## src/rtl/bin_to_digit_conv.sv

```systemverilog
// Sequential binary-to-BCD converter (shift-add-3, one bit per clock) feeding a 4-digit display.
// Optional leading-zero blanking is enabled by defining BIN_TO_DIGIT_LZB_EN.
module bin_to_digit_conv #(
    parameter int IN_W    = 14,
    parameter int SAT_VAL = 9999
) (
    input  logic            clk,
    input  logic            rst_n,
    input  logic            start,
    input  logic [IN_W-1:0] value,
    output logic            busy,
    output logic            done,
    output logic            overflow,
    output logic [3:0]      digit_0,
    output logic [3:0]      digit_1,
    output logic [3:0]      digit_2,
    output logic [3:0]      digit_3
);

    localparam int SR_W  = IN_W + 16;
    localparam int CNT_W = $clog2(IN_W + 1);
    localparam logic [IN_W-1:0]  SAT_V    = IN_W'(SAT_VAL);
    localparam logic [CNT_W-1:0] LAST_CNT = CNT_W'(IN_W - 1);
    localparam logic [3:0]       BLANK    = 4'd15;

    typedef enum logic [1:0] {
        IDLE  = 2'd0,
        SHIFT = 2'd1,
        LATCH = 2'd2
    } state_t;

    state_t           state_r;
    logic [SR_W-1:0]  sreg_r;
    logic [CNT_W-1:0] cnt_r;
    logic             ovf_r;
    logic             busy_r;
    logic             done_r;
    logic             overflow_r;
    logic [3:0]       digit_0_r, digit_1_r, digit_2_r, digit_3_r;

    logic [IN_W-1:0]  cap_s;
    logic             cap_ovf_s;
    logic [SR_W-1:0]  shifted_s;
    logic [15:0]      bcd_s;
    logic [15:0]      disp_s;

    function automatic logic [3:0] add3(input logic [3:0] nib);
        if (nib >= 4'd5) begin
            return nib + 4'd3;
        end else begin
            return nib;
        end
    endfunction

    function automatic logic [15:0] adjust_bcd(input logic [15:0] bcd);
        return {add3(bcd[15:12]), add3(bcd[11:8]), add3(bcd[7:4]), add3(bcd[3:0])};
    endfunction

    // Saturate the incoming value and compute the next shift-register image
    always_comb begin
        cap_s     = value;
        cap_ovf_s = 1'b0;
        if (value > SAT_V) begin
            cap_s     = SAT_V;
            cap_ovf_s = 1'b1;
        end else begin
            cap_s     = value;
            cap_ovf_s = 1'b0;
        end
        shifted_s = {adjust_bcd(sreg_r[SR_W-1:IN_W]), sreg_r[IN_W-1:0]} << 1;
        bcd_s     = sreg_r[SR_W-1:IN_W];
    end

    // Display digit codes, with leading zeros optionally blanked (units digit never blanked)
    always_comb begin
        disp_s = bcd_s;
`ifdef BIN_TO_DIGIT_LZB_EN
        if (bcd_s[15:12] == 4'd0) begin
            disp_s[15:12] = BLANK;
            if (bcd_s[11:8] == 4'd0) begin
                disp_s[11:8] = BLANK;
                if (bcd_s[7:4] == 4'd0) begin
                    disp_s[7:4] = BLANK;
                end else begin
                    disp_s[7:4] = bcd_s[7:4];
                end
            end else begin
                disp_s[11:8] = bcd_s[11:8];
            end
        end else begin
            disp_s = bcd_s;
        end
`else
        disp_s = bcd_s;
`endif
    end

    // Conversion FSM with registered status and held digit outputs
    always_ff @(posedge clk or negedge rst_n) begin
        if (!rst_n) begin
            state_r    <= IDLE;
            sreg_r     <= '0;
            cnt_r      <= '0;
            ovf_r      <= 1'b0;
            busy_r     <= 1'b0;
            done_r     <= 1'b0;
            overflow_r <= 1'b0;
            digit_0_r  <= BLANK;
            digit_1_r  <= BLANK;
            digit_2_r  <= BLANK;
            digit_3_r  <= BLANK;
        end else begin
            done_r <= 1'b0;
            case (state_r)
                IDLE: begin
                    if (start) begin
                        sreg_r  <= {16'd0, cap_s};
                        ovf_r   <= cap_ovf_s;
                        cnt_r   <= '0;
                        busy_r  <= 1'b1;
                        state_r <= SHIFT;
                    end
                end
                SHIFT: begin
                    sreg_r <= shifted_s;
                    cnt_r  <= cnt_r + CNT_W'(1);
                    if (cnt_r == LAST_CNT) begin
                        state_r <= LATCH;
                    end
                end
                LATCH: begin
                    digit_0_r  <= disp_s[15:12];
                    digit_1_r  <= disp_s[11:8];
                    digit_2_r  <= disp_s[7:4];
                    digit_3_r  <= disp_s[3:0];
                    overflow_r <= ovf_r;
                    done_r     <= 1'b1;
                    busy_r     <= 1'b0;
                    state_r    <= IDLE;
                end
                default: begin
                    busy_r  <= 1'b0;
                    state_r <= IDLE;
                end
            endcase
        end
    end

    assign busy     = busy_r;
    assign done     = done_r;
    assign overflow = overflow_r;
    assign digit_0  = digit_0_r;
    assign digit_1  = digit_1_r;
    assign digit_2  = digit_2_r;
    assign digit_3  = digit_3_r;

endmodule
```

## config.mk

```make
export PLATFORM = sky130hd
export DESIGN_NAME = bin_to_digit_conv
export DESIGN_NICKNAME = d
export VERILOG_FILES = /design/src/rtl/bin_to_digit_conv.sv
export SDC_FILE = /design/constraint.sdc
export NUM_CORES = 1
export LEC_CHECK = 0
export ABC_AREA = 1
export BUFFER_PORTS_ARGS = -buffer_cell sky130_fd_sc_hd__buf_2
export CAP_MARGIN = 30
export CORE_ASPECT_RATIO = 1.1
export CORE_MARGIN = 2
export CORE_UTILIZATION = 57
export CTS_BUF_LIST = sky130_fd_sc_hd__clkbuf_8 sky130_fd_sc_hd__clkbuf_16
export CTS_CLUSTER_SIZE = 28
export DETAILED_ROUTE_END_ITERATION = 10
export PLACE_DENSITY_LB_ADDON = 0.05
export SYNTH_ARGS = -nofsm -noshare
export SYNTH_HDL_FRONTEND = slang
export SYNTH_SLANG_ARGS = --single-unit
```

## constraint.sdc

```tcl
create_clock -name clk -period 1.45 [get_ports clk]
set_clock_uncertainty 0.1 [all_clocks]
set_input_delay 0.29 -clock clk [delete_from_list [all_inputs] [get_ports clk]]
set_output_delay 0.29 -clock clk [all_outputs]
set_load 0.05 [all_outputs]
```

==> summary.md <==
| Metric | Value |
|---|---|
| Total vias in the final route | 2174 |
| Maximum fanout along the worst path | 2 |
| Static Leak | 1.66 nW |
| Max clock buf depth | 2 |
| First-pass GRT wire length | 9280 um |
| Compound-gate portion of the synthesized area | 12.1% |
| Die Outline Area | 5360 um2 |
| Worst r2r src | state_r[1] |
| Reg2Reg Setup Slack | 70 ps |
| Routed Antenna Nets | 0 |
| Most used cells in the layout excluding fill and tap cells | nand2_1, dfrtp_1, o21ai_0 |
| Max cap viols | 0 |
| H-tree Lvls | 2 |
| Largest net degree at the start of global routing | 37 |
| Post-Route Setup TNS | 0 ps |
| CP max stage delay | 540 ps |
| Critical-path cell list | buf_4 |
| Mapped Cells | 318 |
| Setup slack after layout | 30.9 ps |
| Vias per cell | 5.15 |
| Met3 Use GR | 3.97% |
| Core area | 4620 um2 |
| Crit path max-delay cell type | dfstp_2 |
| Final setup fails | 0 |
| Mux cell area share after synthesis | 0% |
| #FFs+latches synth | 56 |
| Final WL | 5320 um |
| Post-DP HPWL | 3480 um |
| Critical Path Sink Type | output pin |
| Final Critical Period | 1420 ps |
| Initial antenna violation count | 0 |
| Net Count, Synth | 345 |
| CTS tree | done |
| Critical Path Sink | digit_0[3] |
| # clock sinks | 56 |
| Yosys cell types | 25 |
| Placed cell area | 2990 um2 |
| Setup WS pre-CTS | -30.4 ps |
| Seq. cell area | 1420 um2 |
| Worst-path clk slew | 90 ps |
| Synth Warn # | 0 |
| Multi-input logic area | 1170 um2 |
| Crit path required time | 1060 ps |
| Most common library cell in the layout ignoring fill and taps | nand2_1 |
| CP Launch Type | flip-flop |
| Nets | 393 |
| Family with the most delay on the worst path | flip-flops |
| Crit path buf inv count | 1 |
| DRT Pass-1 Iters | 4 |
| Top Usage Layer GRT | met2 |
| Worst R2R Path Depth | 7 |
| WL per Instance | 12.6 um |
| Fillers | 380 |
| Post-Synth XOR/XNOR Area | 0.962% |
| GR Layer Usage met1 | 28.1% |
| Root Driver | clkbuf_8 |
| Diodes inserted | 0 |
| Hold_ws | 154 ps |
| Average size of a mapped cell | 8.59 um2 |
| Initial Util | 59.1% |
| Largest family of logic cells by synthesized area | simple AND/OR/NAND/NOR gates |
| Skew-Pair Late Insertion Delay | 300 ps |
| Grt ovf | 0 |
| Fin crit share | 97.9% |
| DP Cell Count | 405 |
| Final Power | 8.21 mW |
| RR Endpoint | sreg_r[22] |
| Layout area overhead | 20.4% |
| Arr. time, crit path | 1030 ps |
| Post-Synth Adder-Cell Area | 4.58% |
| Synthesized cell area | 2730 um2 |
| Met2 Usage GRT | 36.4% |
| Rel. slew slack | 78.1% |
| DRC | 0 |
| Worst-Margin Slew | 328 ps |
| Status | completed |
| Non-filler instance count after layout | 422 |
| CP Depth | 1 |
| Worst hold path type | in -> reg |
| Die height | 76.6 um |
| Max-slew violations | 0 |
| Die Span X | 70 um |
| Util after Layout | 71.2% |
| Port-buffer cells | 35 |
| # IOs | 36 |
| Peak VDD IR | 1.33 mV |
| Cts bufs inserted | 5 |
| Final GP Congestion | 0.792 |
| Simple-gate share of the synthesized area | 23.0% |
| Row cnt | 26 |
| First-iteration detailed-routing DRC count | 100 |
| Layout cells sized above 1 | 28.4% |
| Maximum clock frequency | 705 MHz |
| Crit Path Category | reg -> out |
| Pwr Density | 2500 nW/um2 |
| Post-route cell area | 3290 um2 |
| Final Hold Violating Endpoints | 0 |
| Vias in the first global route | 2070 |
| Post-synthesis sequential area ratio | 52.0% |
| Critical path origin | digit_0[3] |
| GRT Overall Usage | 21.4% |
## report_power, final
part,total (mW),internal (mW),leakage (nW),switching [mW]
logic,4.46,1.69,0.967,2.77
registers,2.95,2.43,0.652,0.519
clock network,0.798,0.323,0.0452,0.475
## cell type report
type                    count  area share [%]
inverters                  31            3.84
flip-flops and latches     56            43.3
well taps                  56            2.13
clock inverters             2           0.266
multi-input cells         221            35.6
clock buffers               5            2.09
repair buffers             51            12.8
## state kept, by name, summed over array words and instances, names as in the netlist, 2 cells and up
name and flops:
digit_3 4, state_r 2, digit_1 4, digit_2 4, sreg_r 30, digit_0 4, cnt_r 4
## how the worst min path moves through the flow
stage / start / end / slack [ps] / depth (start not counted)
3_3_place_gp: rst_n / cnt_r[0] / 170 / 2
5_1_grt: value[11] / sreg_r[11] / 160 / 3
4_1_cts: value[11] / sreg_r[11] / 150 / 3
6_report: value[11] / sreg_r[11] / 150 / 3
3_5_place_dp: rst_n / cnt_r[0] / 180 / 2
2_1_floorplan: rst_n / busy / -110 / 0
## logic make-up (layout without fill, tap and decap cells)
| family | after synthesis | count (layout) |
|---|---|---|
| AO/OA/AOI/OAI | 55 | 55 |
| XOR/XNOR | 3 | 3 |
| adder cells (fa/ha/maj) | 10 | 10 |
| buffers and inverters | 42 | 89 |
| flip-flops | 56 | 56 |
| AND/OR/NAND/NOR | 152 | 153 |
## synth_stat cells
cell type	number	share of area [%]
inv_4	2	0.46
xor2_1	3	0.96
o22ai_1	3	0.69
a21oi_1	5	0.92
nor2_1	30	4.1
nand3_1	14	2.6
ha_1	10	4.6
inv_1	27	3.7
o21ai_1	1	0.18
nor2_8	1	0.73
nand2_2	1	0.23
o211ai_1	1	0.27
nand3b_1	4	1.1
dfstp_2	16	15
buf_6	3	1.2
o31ai_1	1	0.27
buf_2	7	1.3
nand2_1	101	14
nor2_4	1	0.41
a22oi_1	4	1.1
dfrtp_1	40	37
o21ai_0	35	6.4
o22ai_2	5	2.3
inv_2	2	0.27
buf_4	1	0.27
## metal layers
layer / part of all wire [%] / routed length [um] / vias up
li1: - / - / 1108
met1: 47 / 2490 / 1018
met4: 1.1 / 57 / 0
met2: 49 / 2600 / 43
met3: 3.2 / 172 / 5
met5: 0 / 0 / -
## what timing repair did
item | CTS | global route
setup endpoints to repair | 26 | 46
setup buffers | 0 | 8
resized for setup | 18 | 35
endpoints found under the hold margin | 40 | 0
gates cloned | 1 | 0
hold buffers | 1 | 0
pin swaps | 1 | 4
(Power assumes the default switching activity.)
